## config.mk

```make
export PLATFORM = sky130hd
export DESIGN_NAME = if_id_skid_reg_flat
export DESIGN_NICKNAME = d
export VERILOG_FILES = /design/src/rtl/if_id_skid_reg_pkg.sv /design/src/rtl/if_id_skid_reg_if.sv /design/src/rtl/if_id_skid_reg_pipe_slot.sv /design/src/rtl/if_id_skid_reg.sv /design/src/flat_wrapper.sv
export SDC_FILE = /design/constraint.sdc
export NUM_CORES = 1
export LEC_CHECK = 0
export BUFFER_PORTS_ARGS = -buffer_cell sky130_fd_sc_hd__buf_4
export CORE_ASPECT_RATIO = 1.5
export CORE_MARGIN = 8
export CORE_UTILIZATION = 60
export CTS_BUF_LIST = sky130_fd_sc_hd__clkbuf_2
export DETAILED_ROUTE_END_ITERATION = 10
export GPL_ROUTABILITY_DRIVEN = 1
export PLACE_DENSITY = 0.95
export SLEW_MARGIN = 20
export SYNTH_ARGS = -nofsm -noshare
export SYNTH_HDL_FRONTEND = slang
export SYNTH_HIERARCHICAL = 1
export SYNTH_SLANG_ARGS = --single-unit
```

## constraint.sdc

```tcl
create_clock -name clk -period 4.2 [get_ports clk]
set_input_delay 0.42 -clock clk [delete_from_list [all_inputs] [get_ports clk]]
set_output_delay 0.42 -clock clk [all_outputs]
set_load 0.05 [all_outputs]
```

## src/rtl/if_id_skid_reg_pkg.sv

```systemverilog
// Shared widths, reset constants and occupancy encodings for the fetch->decode
// skid register.
package if_id_skid_reg_pkg;

    localparam int XLEN = 32;
    localparam int ILEN = 32;

    localparam logic [XLEN-1:0] ZERO     = '0;
    localparam logic [ILEN-1:0] NOP_INST = 32'h0000_0013;

    typedef enum logic [1:0] {
        OCC_EMPTY = 2'd0,
        OCC_ONE   = 2'd1,
        OCC_FULL  = 2'd2
    } occ_state_t;

endpackage

```

## src/rtl/if_id_skid_reg_if.sv

```systemverilog
// Fetch-side and decode-side handshake bundle. The slave view belongs to the
// pipeline register; the master view belongs to whoever drives it.
interface if_id_skid_reg_if;
    import if_id_skid_reg_pkg::*;

    logic            in_valid;
    logic            in_ready;
    logic [XLEN-1:0] in_pc;
    logic [ILEN-1:0] in_inst;
    logic            out_valid;
    logic            out_ready;
    logic [XLEN-1:0] out_pc;
    logic [XLEN-1:0] out_pc_plus4;
    logic [ILEN-1:0] out_inst;
    logic [1:0]      occupancy;

    modport slave (
        input  in_valid, in_pc, in_inst, out_ready,
        output in_ready, out_valid, out_pc, out_pc_plus4, out_inst, occupancy
    );

    modport master (
        output in_valid, in_pc, in_inst, out_ready,
        input  in_ready, out_valid, out_pc, out_pc_plus4, out_inst, occupancy
    );

endinterface

```

## src/rtl/if_id_skid_reg_pipe_slot.sv

```systemverilog
// One pipeline entry: valid bit plus pc, pc+4 and instruction. Load wins over
// drop; drop only clears valid so the data bits stay put.
module if_id_skid_reg_pipe_slot
    import if_id_skid_reg_pkg::*;
(
    input  logic            clk,
    input  logic            rst,
    input  logic            clear,
    input  logic            load,
    input  logic            drop,
    input  logic [XLEN-1:0] d_pc,
    input  logic [ILEN-1:0] d_inst,
    output logic            valid,
    output logic [XLEN-1:0] pc,
    output logic [XLEN-1:0] pc_plus4,
    output logic [ILEN-1:0] inst
);

    always_ff @(posedge clk) begin
        if (rst || clear) begin
            valid    <= 1'b0;
            pc       <= ZERO;
            pc_plus4 <= ZERO + XLEN'(4);
            inst     <= NOP_INST;
        end else if (load) begin
            valid    <= 1'b1;
            pc       <= d_pc;
            pc_plus4 <= d_pc + XLEN'(4);
            inst     <= d_inst;
        end else if (drop) begin
            valid    <= 1'b0;
        end
    end

endmodule

```

## src/rtl/if_id_skid_reg.sv

```systemverilog
// Fetch->decode pipeline register with a one-entry skid buffer so that in_ready
// comes straight from a flop and never depends on out_ready.
module if_id_skid_reg
    import if_id_skid_reg_pkg::*;
(
    input  logic                    clk,
    input  logic                    rst,
    input  logic                    flush,
    if_id_skid_reg_if.slave         bus
);

    occ_state_t      state;
    logic            in_ready;
    logic            accept;
    logic            consume;

    logic            main_valid;
    logic [XLEN-1:0] main_pc;
    logic [XLEN-1:0] main_pc_plus4;
    logic [ILEN-1:0] main_inst;
    logic            main_load;
    logic            main_drop;
    logic            main_from_skid;
    logic [XLEN-1:0] main_d_pc;
    logic [ILEN-1:0] main_d_inst;

    logic            skid_valid;
    logic [XLEN-1:0] skid_pc;
    logic [XLEN-1:0] skid_pc_plus4;
    logic [ILEN-1:0] skid_inst;
    logic            skid_load;
    logic            skid_drop;

    assign accept  = bus.in_valid && in_ready;
    assign consume = main_valid && bus.out_ready;

    // in_ready is written alongside the state so it always equals (next state != FULL)
    always_ff @(posedge clk) begin
        if (rst || flush) begin
            state    <= OCC_EMPTY;
            in_ready <= 1'b1;
        end else begin
            case (state)
                OCC_EMPTY: begin
                    if (accept) state <= OCC_ONE;
                end
                OCC_ONE: begin
                    if (accept && !consume) begin
                        state    <= OCC_FULL;
                        in_ready <= 1'b0;
                    end else if (!accept && consume) begin
                        state    <= OCC_EMPTY;
                    end
                end
                OCC_FULL: begin
                    if (consume) begin
                        state    <= OCC_ONE;
                        in_ready <= 1'b1;
                    end
                end
                default: begin
                    state    <= OCC_EMPTY;
                    in_ready <= 1'b1;
                end
            endcase
        end
    end

    always_comb begin
        main_load      = 1'b0;
        main_drop      = 1'b0;
        main_from_skid = 1'b0;
        skid_load      = 1'b0;
        skid_drop      = 1'b0;
        case (state)
            OCC_EMPTY: main_load = accept;
            OCC_ONE: begin
                if (accept && consume) main_load = 1'b1;
                else if (accept)       skid_load = 1'b1;
                else if (consume)      main_drop = 1'b1;
            end
            OCC_FULL: begin
                if (consume) begin
                    main_load      = 1'b1;
                    main_from_skid = 1'b1;
                    skid_drop      = 1'b1;
                end
            end
            default: ;
        endcase
    end

    assign main_d_pc   = main_from_skid ? skid_pc   : bus.in_pc;
    assign main_d_inst = main_from_skid ? skid_inst : bus.in_inst;

    if_id_skid_reg_pipe_slot u_main (
        .clk      (clk),
        .rst      (rst),
        .clear    (flush),
        .load     (main_load),
        .drop     (main_drop),
        .d_pc     (main_d_pc),
        .d_inst   (main_d_inst),
        .valid    (main_valid),
        .pc       (main_pc),
        .pc_plus4 (main_pc_plus4),
        .inst     (main_inst)
    );

    // The skid's own pc+4 is recomputed when it moves into main, so it is left unused here
    if_id_skid_reg_pipe_slot u_skid (
        .clk      (clk),
        .rst      (rst),
        .clear    (flush),
        .load     (skid_load),
        .drop     (skid_drop),
        .d_pc     (bus.in_pc),
        .d_inst   (bus.in_inst),
        .valid    (skid_valid),
        .pc       (skid_pc),
        .pc_plus4 (skid_pc_plus4),
        .inst     (skid_inst)
    );

    logic unused_skid;
    assign unused_skid = skid_valid ^ (^skid_pc_plus4);

    assign bus.in_ready     = in_ready;
    assign bus.out_valid    = main_valid;
    assign bus.out_pc       = main_pc;
    assign bus.out_pc_plus4 = main_pc_plus4;
    assign bus.out_inst     = main_inst;
    assign bus.occupancy    = state;

endmodule

```

## src/flat_wrapper.sv

```systemverilog
// flat-port wrapper written by rule: the top's interface ports become plain ports
module if_id_skid_reg_flat import if_id_skid_reg_pkg::*;
  (clk, rst, flush, bus_in_valid, bus_in_pc, bus_in_inst, bus_out_ready, bus_in_ready, bus_out_valid, bus_out_pc, bus_out_pc_plus4, bus_out_inst, bus_occupancy);
  if_id_skid_reg_if bus_i ();
  input  logic clk;
  input  logic rst;
  input  logic flush;
  input wire logic [$bits(bus_i.in_valid)-1:0] bus_in_valid;
  input wire logic [$bits(bus_i.in_pc)-1:0] bus_in_pc;
  input wire logic [$bits(bus_i.in_inst)-1:0] bus_in_inst;
  input wire logic [$bits(bus_i.out_ready)-1:0] bus_out_ready;
  output wire logic [$bits(bus_i.in_ready)-1:0] bus_in_ready;
  output wire logic [$bits(bus_i.out_valid)-1:0] bus_out_valid;
  output wire logic [$bits(bus_i.out_pc)-1:0] bus_out_pc;
  output wire logic [$bits(bus_i.out_pc_plus4)-1:0] bus_out_pc_plus4;
  output wire logic [$bits(bus_i.out_inst)-1:0] bus_out_inst;
  output wire logic [$bits(bus_i.occupancy)-1:0] bus_occupancy;
  assign bus_i.in_valid = bus_in_valid;
  assign bus_i.in_pc = bus_in_pc;
  assign bus_i.in_inst = bus_in_inst;
  assign bus_i.out_ready = bus_out_ready;
  assign bus_in_ready = bus_i.in_ready;
  assign bus_out_valid = bus_i.out_valid;
  assign bus_out_pc = bus_i.out_pc;
  assign bus_out_pc_plus4 = bus_i.out_pc_plus4;
  assign bus_out_inst = bus_i.out_inst;
  assign bus_occupancy = bus_i.occupancy;
  if_id_skid_reg u_core (.clk(clk), .rst(rst), .flush(flush), .bus(bus_i));
endmodule
```

==> results of run 1 <==
==> path summary, 6_finish.rpt <==
| kind | from | endpoint | slack (ps) | cells after the start |
|---|---|---|---|---|
| worst min register to register | u_core/u_main/pc[25] | u_core/u_main/pc[25] | 490 | 2 |
| worst max-delay path | u_core/bus.occupancy[0] | u_core/u_main/pc_plus4[24] | 1060 | 8 |
| worst min-delay path | bus_in_pc[4] | u_core/u_skid/pc[4] | 50 | 3 |
| worst max register to register | u_core/bus.occupancy[0] | u_core/u_main/pc_plus4[24] | 1060 | 8 |
==> what timing repair did <==
item | CTS | global route
setup buffers | 0 | 0
hold buffers | 67 | 0
endpoints found under the setup margin | 0 | 0
hold endpoints to repair | 65 | 0
==> registers in the layout, indices dropped and copies added, names as in the netlist <==
signal,count
u_core/u_main/inst,32
u_core/u_main/pc,32
u_core/u_skid/inst,32
u_core/u_skid/pc,32
u_core/u_main/pc_plus4,30
u_core/bus.occupancy,2
u_core/bus.in_ready,1
u_core/u_main/valid,1
==> cell type report <==
cell class | instances | area (um2)
Antenna cell | 4 | 10.0
Clock buffer | 19 | 95.1
Clock inverter | 13 | 135
Fill cell | 779 | 2500
Inverter | 5 | 18.8
Multi-Input combinational cell | 509 | 3810
Sequential cell | 162 | 3240
Tap cell | 153 | 191
Timing Repair Buffer | 244 | 2010
==> where the power goes <==
| part | total, W | switching (W) | internal [W] | leakage, nW |
|---|---|---|---|---|
| sequential | 0.00161 | 0.0000270 | 0.00158 | 1.31 |
| combinational | 0.000604 | 0.000351 | 0.000254 | 2.59 |
| clock | 0.000829 | 0.000552 | 0.000277 | 0.132 |
| total | 0.00304 | 0.000930 | 0.00211 | 4.03 |
==> per-layer routing <==
layer | wire [um] | track usage (%) | vias to the layer above
met1 | 7770 | 26.0 | 2958
met3 | 1240 | 6.18 | 63
met2 | 11200 | 44.6 | 253
met4 | 1040 | 15.8 | 0
li1 | - | - | 2958
met5 | 0 | 0 | -
==> worst min-delay path: cells and delay by family <==
| family | cells | cell delay, ps |
|---|---|---|
| buf+inv | 1 | 90 |
| mux | 1 | 70 |
| simple gates | 1 | 100 |
==> cells in the final DEF, fill, tap and decap left out, types with 5 or more instances in the layout <==
cell type        n
a211oi_1         6
a21oi_1         25
buf_4          176
clkbuf_2        19
dfxtp_1        162
dlygate4sd3_1   67
inv_1            5
mux2_2          29
mux2_4          39
mux2i_1        123
nand2_1         26
nand2b_1        15
nand3_1         16
nor2_1         129
nor3_1           7
nor4_1           8
o21ai_0         21
xnor2_1          9
xor2_1           6
==> through the flow <==
stage          cells  power, W
2_1_floorplan    734   0.00201
3_3_place_gp    1006   0.00217
3_5_place_dp    1006   0.00218
4_1_cts         1105   0.00305
5_1_grt         1109   0.00316
6_report        1109   0.00304
==> run metrics, run 1 <==
Cell Area, Synth=7390 um2; vias in the first global route=between 6,000 and 7,000; Final Slew Violations=0; Antenna Nets Post-Route=0; CP max stage delay=580 ps; hold slack=50.0 ps; DIE AREA=16,200 um2; GRT Util Overall=about a quarter; DIE HEIGHT=152 um; delay-heaviest family, CP=simple AND/OR/NAND/NOR gates; nets=~1,000; area post-placement=between 8000 and 9000 um2; Place WS=~1000 ps; clk root buf=clkbuf_2; post-CTS resize count=0; total wire length=between 20,000 and 25,000 um; initial antenna violation count=4; post-synthesis net count=804; slew margin rel.=27.8%; syn avg cell area=just over 10 um2; P&R area growth vs syn=28.8%; status=complete, no violations; first-pass GRT wire length=around 33,000 um; VDD IR max=approximately 0.27 mV; wire per inst=19.2 um; slowest CP cell=or4_4; Final Core Density=about four fifths; vias per cell=approximately 5.6; largest net degree at the start of global routing=85; Clock Latency Late Sink=680 ps; critical path launch point type=register; Iteration-0 DRC Markers=296; Site Rows=49; setup_tns=0 ps; Crit Path Class=register to register; number of top-level pins=around 170; Final Worst Setup Slack=1060 ps; Lkg Pwr=between 4 and 5 nW; # DRC=0; RSZ-0062 raised after global routing=no; crit path max fanout=26; skew final=roughly 36 ps; HP Class=input pin to register; DR vias=between 6,000 and 7,000; port bufs=about 170; starting density of the core=between 60% and 70%; H-Tree Depth=4; Final setup viols=0; drt pass-1 iters=6; Synth Instances=734; CTS tree=yes; Final HPWL DP=roughly 14,000 um; placer congestion estimate=about 0.90; f_max=between 300 and 400 MHz; clk buf depth=2; Clock Sinks=about 160; Max Cap Violations=0; fin crit share=74.8%; remaining global-route overflow=0; worst path cell trace=nand2b_1, or2_4, mux2_2, ha_1, nand4_4, or4_4, or4_1, a31oi_1; Worst Path Arrival=3750 ps; Worst Path Required=4800 ps; clock period minus worst slack=3140 ps; CP endpoint kind=register; Clock transition at path regs=220 ps; worst path buffer plus inverter count=0; core box area=~12,000 um2; ratio of cells with drive above 1 in the final layout=a little under a third; Die Width=107 um; power per cell area=roughly 320 nW/um2; Slew @ Worst Pin=1080 ps; synth warn=6; TritonCTS Buffers=17; final hold vios=0; final instance area=9520 um2
No activity file was read; power rests on OpenSTA's default activity.
==> inputs of run 2 (changes only) <==
- ABC_AREA: unset -> 1
- CORE_UTILIZATION: 60 -> 53
- PLACE_DENSITY: 0.95 -> 0.89
- clock period: 4.2 -> 2.5 ns (I/O delays scaled with it)
==> run 2 against run 1 <==
Against the previous run:
- die area is 14% higher
- register-to-register slack worse by 940 ps
- flip-flop and latch count stayed put
- critical endpoint is now u_core/u_main/pc_plus4[16]
- critical path type unchanged
- clock skew is 7.0 ps higher
- clock power is 50% higher
- utilization is 8.7 points lower
==> run metrics, run 2 <==
clock period minus worst slack=2390 ps (was 3140 ps); min-delay src=bus_in_valid (was bus_in_pc[4]); total wire length=23,800 um (was 21,300 um); f_max=419 MHz (was 318 MHz); Crit Path Class=register to register (unchanged); nets=1,426 (was 1,009); clk buf depth=2 (unchanged); DIE AREA=18,400 um2 (was 16,200 um2); VDD IR max=0.352 mV (was 0.273 mV); internal power=0.00328 W (was 0.00211 W); Clock Sinks=162 (unchanged); Final Worst Setup Slack=114 ps (was 1060 ps); reg2reg setup slack=110 ps (was 1060 ps); Antenna Nets Post-Route=0 (unchanged); skew final=43.1 ps (was 36.1 ps); busiest grt layer=met2 (unchanged); crit path max fanout=16 (was 26); HP Class=input pin to register (unchanged); drt pass-1 iters=5 (was 6); wire per inst=15.2 um (was 19.2 um); clock power share=25.1% (was 27.2%); Seq pwr share=54.7% (was 52.9%); P&R area growth vs syn=30.7% (was 28.8%); Synth Instances=1,137 (was 734); Final setup viols=0 (unchanged); CP endpoint kind=register (unchanged); DIE HEIGHT=162 um (was 152 um); met3 Use GR=6.06% (was 6.18%); port bufs=168 (unchanged); vias in the first global route=8,233 (was 6,421); H-Tree Depth=4 (unchanged); critical path launch point type=register (unchanged); Max Cap Violations=0 (unchanged); initial antenna violation count=1 (was 4); Place WS=116 ps (was 999 ps); commonest non-fill, non-tap cells in the layout=488 x nand2_1, 184 x buf_4, 160 x dfxtp_1 (was 176 x buf_4, 162 x dfxtp_1, 129 x nor2_1); ratio of cells with drive above 1 in the final layout=18.6% (was 30.0%); Cells on Worst Hold Path=5 (was 3); DR vias=8,217 (was 6,232); syn avg cell area=6.64 um2 (was 10.1 um2); Clock transition at path regs=230 ps (was 220 ps); Slew @ Worst Pin=610 ps (was 1080 ps); post-synthesis net count=1,207 (was 804); placer congestion estimate=0.922 (was 0.899); CTS tree=yes (unchanged); Net Switching=0.00166 W (was 0.000930 W); Cell Area, Synth=7550 um2 (was 7390 um2); met1 usage=25.3% (was 26.0%); Placed Cells=1,443 (was 1,006); Worst Path Required=3160 ps (was 4800 ps); GRT Util Overall=25.6% (was 25.4%); Clock Latency Late Sink=740 ps (was 680 ps); Final Slew Violations=0 (unchanged); FF-to-FF Start=u_core/bus.occupancy[0] (unchanged); final hold vios=0 (unchanged); vias per cell=5.26 (was 5.62); Final HPWL DP=15,700 um (was 13,900 um); largest net degree at the start of global routing=59 (was 85); Hold Crit Endpoint=u_core/bus.occupancy[1] (was u_core/u_skid/pc[4]); combinational fraction of design power=20.2% (was 19.9%); Site Rows=53 (was 49); status=complete, no violations (unchanged); Iteration-0 DRC Markers=527 (was 296); RSZ-0062 raised after global routing=yes (was no); Worst Path Arrival=3050 ps (was 3750 ps); first-pass GRT wire length=38,600 um (was 33,200 um); Global Route met2 Usage=47.4% (was 44.6%); number of top-level pins=169 (unchanged); slew margin rel.=59.3% (was 27.8%); starting density of the core=54.0% (was 61.5%); TritonCTS Buffers=17 (unchanged); Die Width=113 um (was 107 um); final std cells w/o fill=1,562 (was 1,109); r2r endpoint=u_core/u_main/pc_plus4[16] (was u_core/u_main/pc_plus4[24]); # DRC=0 (unchanged); synth warn=6 (unchanged); core box area=14,000 um2 (was 12,000 um2); switching share of power=33.6% (was 30.6%); Lkg Pwr=4.69 nW (was 4.03 nW); fin crit share=95.4% (was 74.8%); remaining global-route overflow=0 (unchanged); power per cell area=501 nW/um2 (was 320 nW/um2); commonest non-fill, non-tap cell in the layout=nand2_1 (was buf_4); Worst R2R Path Depth=16 (was 8); clk root buf=clkbuf_2 (unchanged)
## run 2: power by group through the flow
stage	Combinational (W)	Sequential, W	Clock [W]
after CTS	0.000976	0.00270	0.00127
after floorplan	0.000373	0.00296	0
after global routing	0.00107	0.00271	0.00137
after detailed placement	0.000879	0.00275	0
final	0.000998	0.00270	0.00124
after global placement	0.000867	0.00275	0
## run 2: how the worst max path moves through the flow
stage	start	endpoint	slack [ps]
3_3_place_gp	bus_out_ready	u_core/u_main/pc_plus4[16]	180
3_5_place_dp	bus_out_ready	u_core/u_main/pc_plus4[27]	120
5_1_grt	u_core/bus.occupancy[0]	u_core/u_main/pc_plus4[16]	-8
6_report	u_core/bus.occupancy[0]	u_core/u_main/pc_plus4[16]	110
2_1_floorplan	u_core/u_main/valid	u_core/u_main/pc_plus4[16]	70
4_1_cts	u_core/u_main/valid	u_core/u_main/pc_plus4[16]	90
## run 2: final cells by class
type / count / area, um2
multi-input cells: 822 / 3590
inverters: 79 / 298
fillers: 1111 / 4130
flip-flops and latches: 162 / 3250
clock buffers: 17 / 85.1
well taps: 192 / 240
clock inverters: 15 / 109
diodes: 1 / 2.50
repair buffers: 274 / 2300
## run 2: repair_timing
action	CTS	global route
setup endpoints to repair	0	19
endpoints found under the hold margin	144	0
hold buffers	85	0
resized for setup	0	11
setup buffers	0	1
## run 2: critical path: stages (launching register included)
cell,delay [ps]
dfxtp_1,360
inv_2,120
nand2_1,110
nor2_4,140
buf_6,190
nand2_1,60
nand2_1,130
ha_1,210
nand2_1,120
nor2_4,230
inv_1,120
nor2_4,140
nand3_1,90
nand2_1,100
nand3_1,90
nand2_1,80
inv_1,30
## run 2: through the flow
stage / TNS [ps] / area [um2] / hold WS [ps] / total power [W] / utilization (%)
after detailed placement: 0 / 8780 / 447 / 0.00363 / 62.7
final: 0 / 9870 / 65.6 / 0.00494 / 70.5
after global placement: 0 / 8780 / 438 / 0.00361 / 62.7
after CTS: 0 / 9820 / 4.35 / 0.00495 / 70.2
after floorplan: 0 / 7550 / 376 / 0.00333 / -
after global routing: -8.12 / 9870 / 65.2 / 0.00516 / 70.5
## run 2: routing by layer
metal	part of all wire, %	vias to the layer above
met3	6.2	93
met1	36	3791
met2	53	359
met5	0	-
li1	-	3974
met4	4.5	0
==> inputs of run 3 (changes only) <==
- CORE_ASPECT_RATIO: 1.5 -> 0.9
- GPL_TIMING_DRIVEN: unset -> 0
- PLACE_DENSITY: 0.89 -> 0.88
==> run 3 against run 2 <==
Against the previous run:
- critical path type unchanged
- largest cell class unchanged
- die area shrank 0.40%
- flip-flop and latch count stayed put
- routed wire length grew 7.0%
- utilization rose by 1.5 points
- sequential power about the same
- critical endpoint is now u_core/u_main/pc_plus4[24]
- sequential share of layout area down 0.61 points
==> run metrics, run 3 (same netlist as run 2, synthesis figures left out) <==
status=complete, no violations (unchanged); clk root buf=clkbuf_2 (unchanged); Slew @ Worst Pin=692 ps (was 610 ps); met1 usage=32.7% (was 25.3%); Hold Crit Endpoint=u_core/u_skid/inst[4] (was u_core/bus.occupancy[1]); DR vias=8,435 (was 8,217); Antenna Nets Post-Route=0 (unchanged); Cells on Worst Hold Path=4 (was 5); CTS tree=yes (unchanged); busiest grt layer=met2 (unchanged); clk buf depth=2 (unchanged); Global Route met2 Usage=44.8% (was 47.4%); TritonCTS Buffers=17 (unchanged); ratio of cells with drive above 1 in the final layout=20.0% (was 18.6%); Clock Latency Late Sink=750 ps (was 740 ps); initial antenna violation count=2 (was 1); FF+latch area=3250 um2 (unchanged); H-Tree Depth=4 (unchanged); final hold vios=0 (unchanged); vias per cell=5.26 (about the same); drt pass-1 iters=6 (was 5); reg2reg setup slack=70 ps (was 110 ps); min-delay src=bus_in_inst[4] (was bus_in_valid); commonest non-fill, non-tap cell in the layout=nand2_1 (unchanged); total wire length=25,400 um (was 23,800 um); Final Core Density=72.1% (was 70.5%); fin crit share=97.0% (was 95.4%); FF-to-FF Start=u_core/bus.occupancy[0] (unchanged); skew final=31.2 ps (was 43.1 ps); Worst Path Arrival=3080 ps (was 3050 ps); GRT Util Overall=27.2% (was 25.6%); power per cell area=506 nW/um2 (was 501 nW/um2); DIE AREA=18,300 um2 (was 18,400 um2); number of top-level pins=169 (unchanged); Multi-input gate area=3590 um2 (about the same); placer congestion estimate=0.952 (was 0.922); Overall Power=0.00508 W (was 0.00494 W); HP Class=input pin to register (unchanged); slew margin rel.=53.9% (was 59.3%); setup repair bufs after CTS=0 (unchanged); Max Cap Violations=0 (unchanged); clock period minus worst slack=2430 ps (was 2390 ps); Final setup viols=0 (unchanged); starting density of the core=54.1% (was 54.0%); Crit Path Class=register to register (unchanged); # DRC=0 (unchanged); area post-placement=9050 um2 (was 8780 um2); wire per inst=15.9 um (was 15.2 um); remaining global-route overflow=0 (unchanged); Clock transition at path regs=220 ps (was 230 ps); Worst R2R Path Depth=14 (was 16); r2r endpoint=u_core/u_main/pc_plus4[24] (was u_core/u_main/pc_plus4[16]); crit path max fanout=10 (was 16); VDD IR max=0.397 mV (was 0.352 mV); vias in the first global route=8,045 (was 8,233); f_max=412 MHz (was 419 MHz); CP endpoint kind=register (unchanged); Worst Path Required=3160 ps (about the same); first-pass GRT wire length=39,800 um (was 38,600 um); P&R area growth vs syn=33.2% (was 30.7%); commonest non-fill, non-tap cells in the layout=487 x nand2_1, 172 x buf_4, 160 x dfxtp_1 (was 488 x nand2_1, 184 x buf_4, 160 x dfxtp_1); Site Rows=41 (was 53); Final HPWL DP=17,400 um (was 15,700 um); port bufs=168 (unchanged); core box area=14,000 um2 (about the same); largest net degree at the start of global routing=20 (was 59); Iteration-0 DRC Markers=853 (was 527); Die Width=142 um (was 113 um); met3 Use GR=6.95% (was 6.06%); critical path launch point type=register (unchanged); Final Slew Violations=0 (unchanged); fillcell total=1,129 (was 1,111); nets=1,467 (was 1,426); final instance area=10,100 um2 (was 9870 um2); Lkg Pwr=4.83 nW (was 4.69 nW); DIE HEIGHT=129 um (was 162 um); Clock Sinks=162 (unchanged)
## run 3: area by class of cell
cell class              instances  share of cell area, %
clock buffers                  22                   1.10
repair buffers                243                   20.0
plain buffers                  72                   4.59
well taps                     193                   2.40
multi-input cells             822                   35.7
flip-flops and latches        162                   32.3
inverters                      79                   2.95
diodes                          3                 0.0747
clock inverters                 8                  0.884
## run 3: stage by stage
step           instances  hold WS (ps)  setup WS (ps)  TNS (ps)
4_1_cts             1602           268           14.3         0
3_5_place_dp        1498           448          -13.3     -19.8
3_3_place_gp        1498           437           11.4         0
6_report            1604           283           74.1         0
5_1_grt             1603           256          -6.46     -6.46
2_1_floorplan       1137           376           69.3         0
## run 3: layer usage
| layer | routed length [um] | vias to the layer above |
|---|---|---|
| li1 | - | 4070 |
| met3 | 2470 | 76 |
| met2 | 11700 | 457 |
| met4 | 953 | 0 |
| met1 | 10300 | 3832 |
| met5 | 0 | - |
## run 3: worst max-delay path by stage
stage / start / end / slack, ps
after floorplan: u_core/u_main/valid / u_core/u_main/pc_plus4[16] / 70
after global placement: u_core/u_main/valid / u_core/u_main/pc_plus4[12] / 10
after detailed placement: bus_out_ready / u_core/u_main/pc_plus4[28] / -10
after CTS: u_core/u_main/valid / u_core/u_main/pc_plus4[28] / 10
after global routing: u_core/bus.occupancy[0] / u_core/u_main/pc_plus4[16] / -6
final: u_core/bus.occupancy[0] / u_core/u_main/pc_plus4[24] / 70
## run 3: worst max-delay path, stage by stage, from the launching register on
cell	delay [ps]
dfxtp_1	380
inv_2	100
nand2_1	90
nor2_4	140
buf_6	200
buf_6	170
nand2_1	60
nand2_1	190
nand2_1	150
nor2_2	270
nand3_1	130
nor2_2	230
nand3_1	110
nand2_1	70
nor2_1	40
## run 3: repair_timing
item / in CTS / in global routing
hold endpoints to repair: 134 / 0
gates resized for setup: 4 / 16
hold buffers: 75 / 0
endpoints found under the setup margin: 12 / 77
gates cloned: 0 / 0
pin swaps: 0 / 1
## run 3: power breakdown
group	switching [W]	internal [W]	total (W)
logic	0.000674	0.000368	0.00104
clock network	0.000885	0.000455	0.00134
registers	0.0000426	0.00266	0.00270
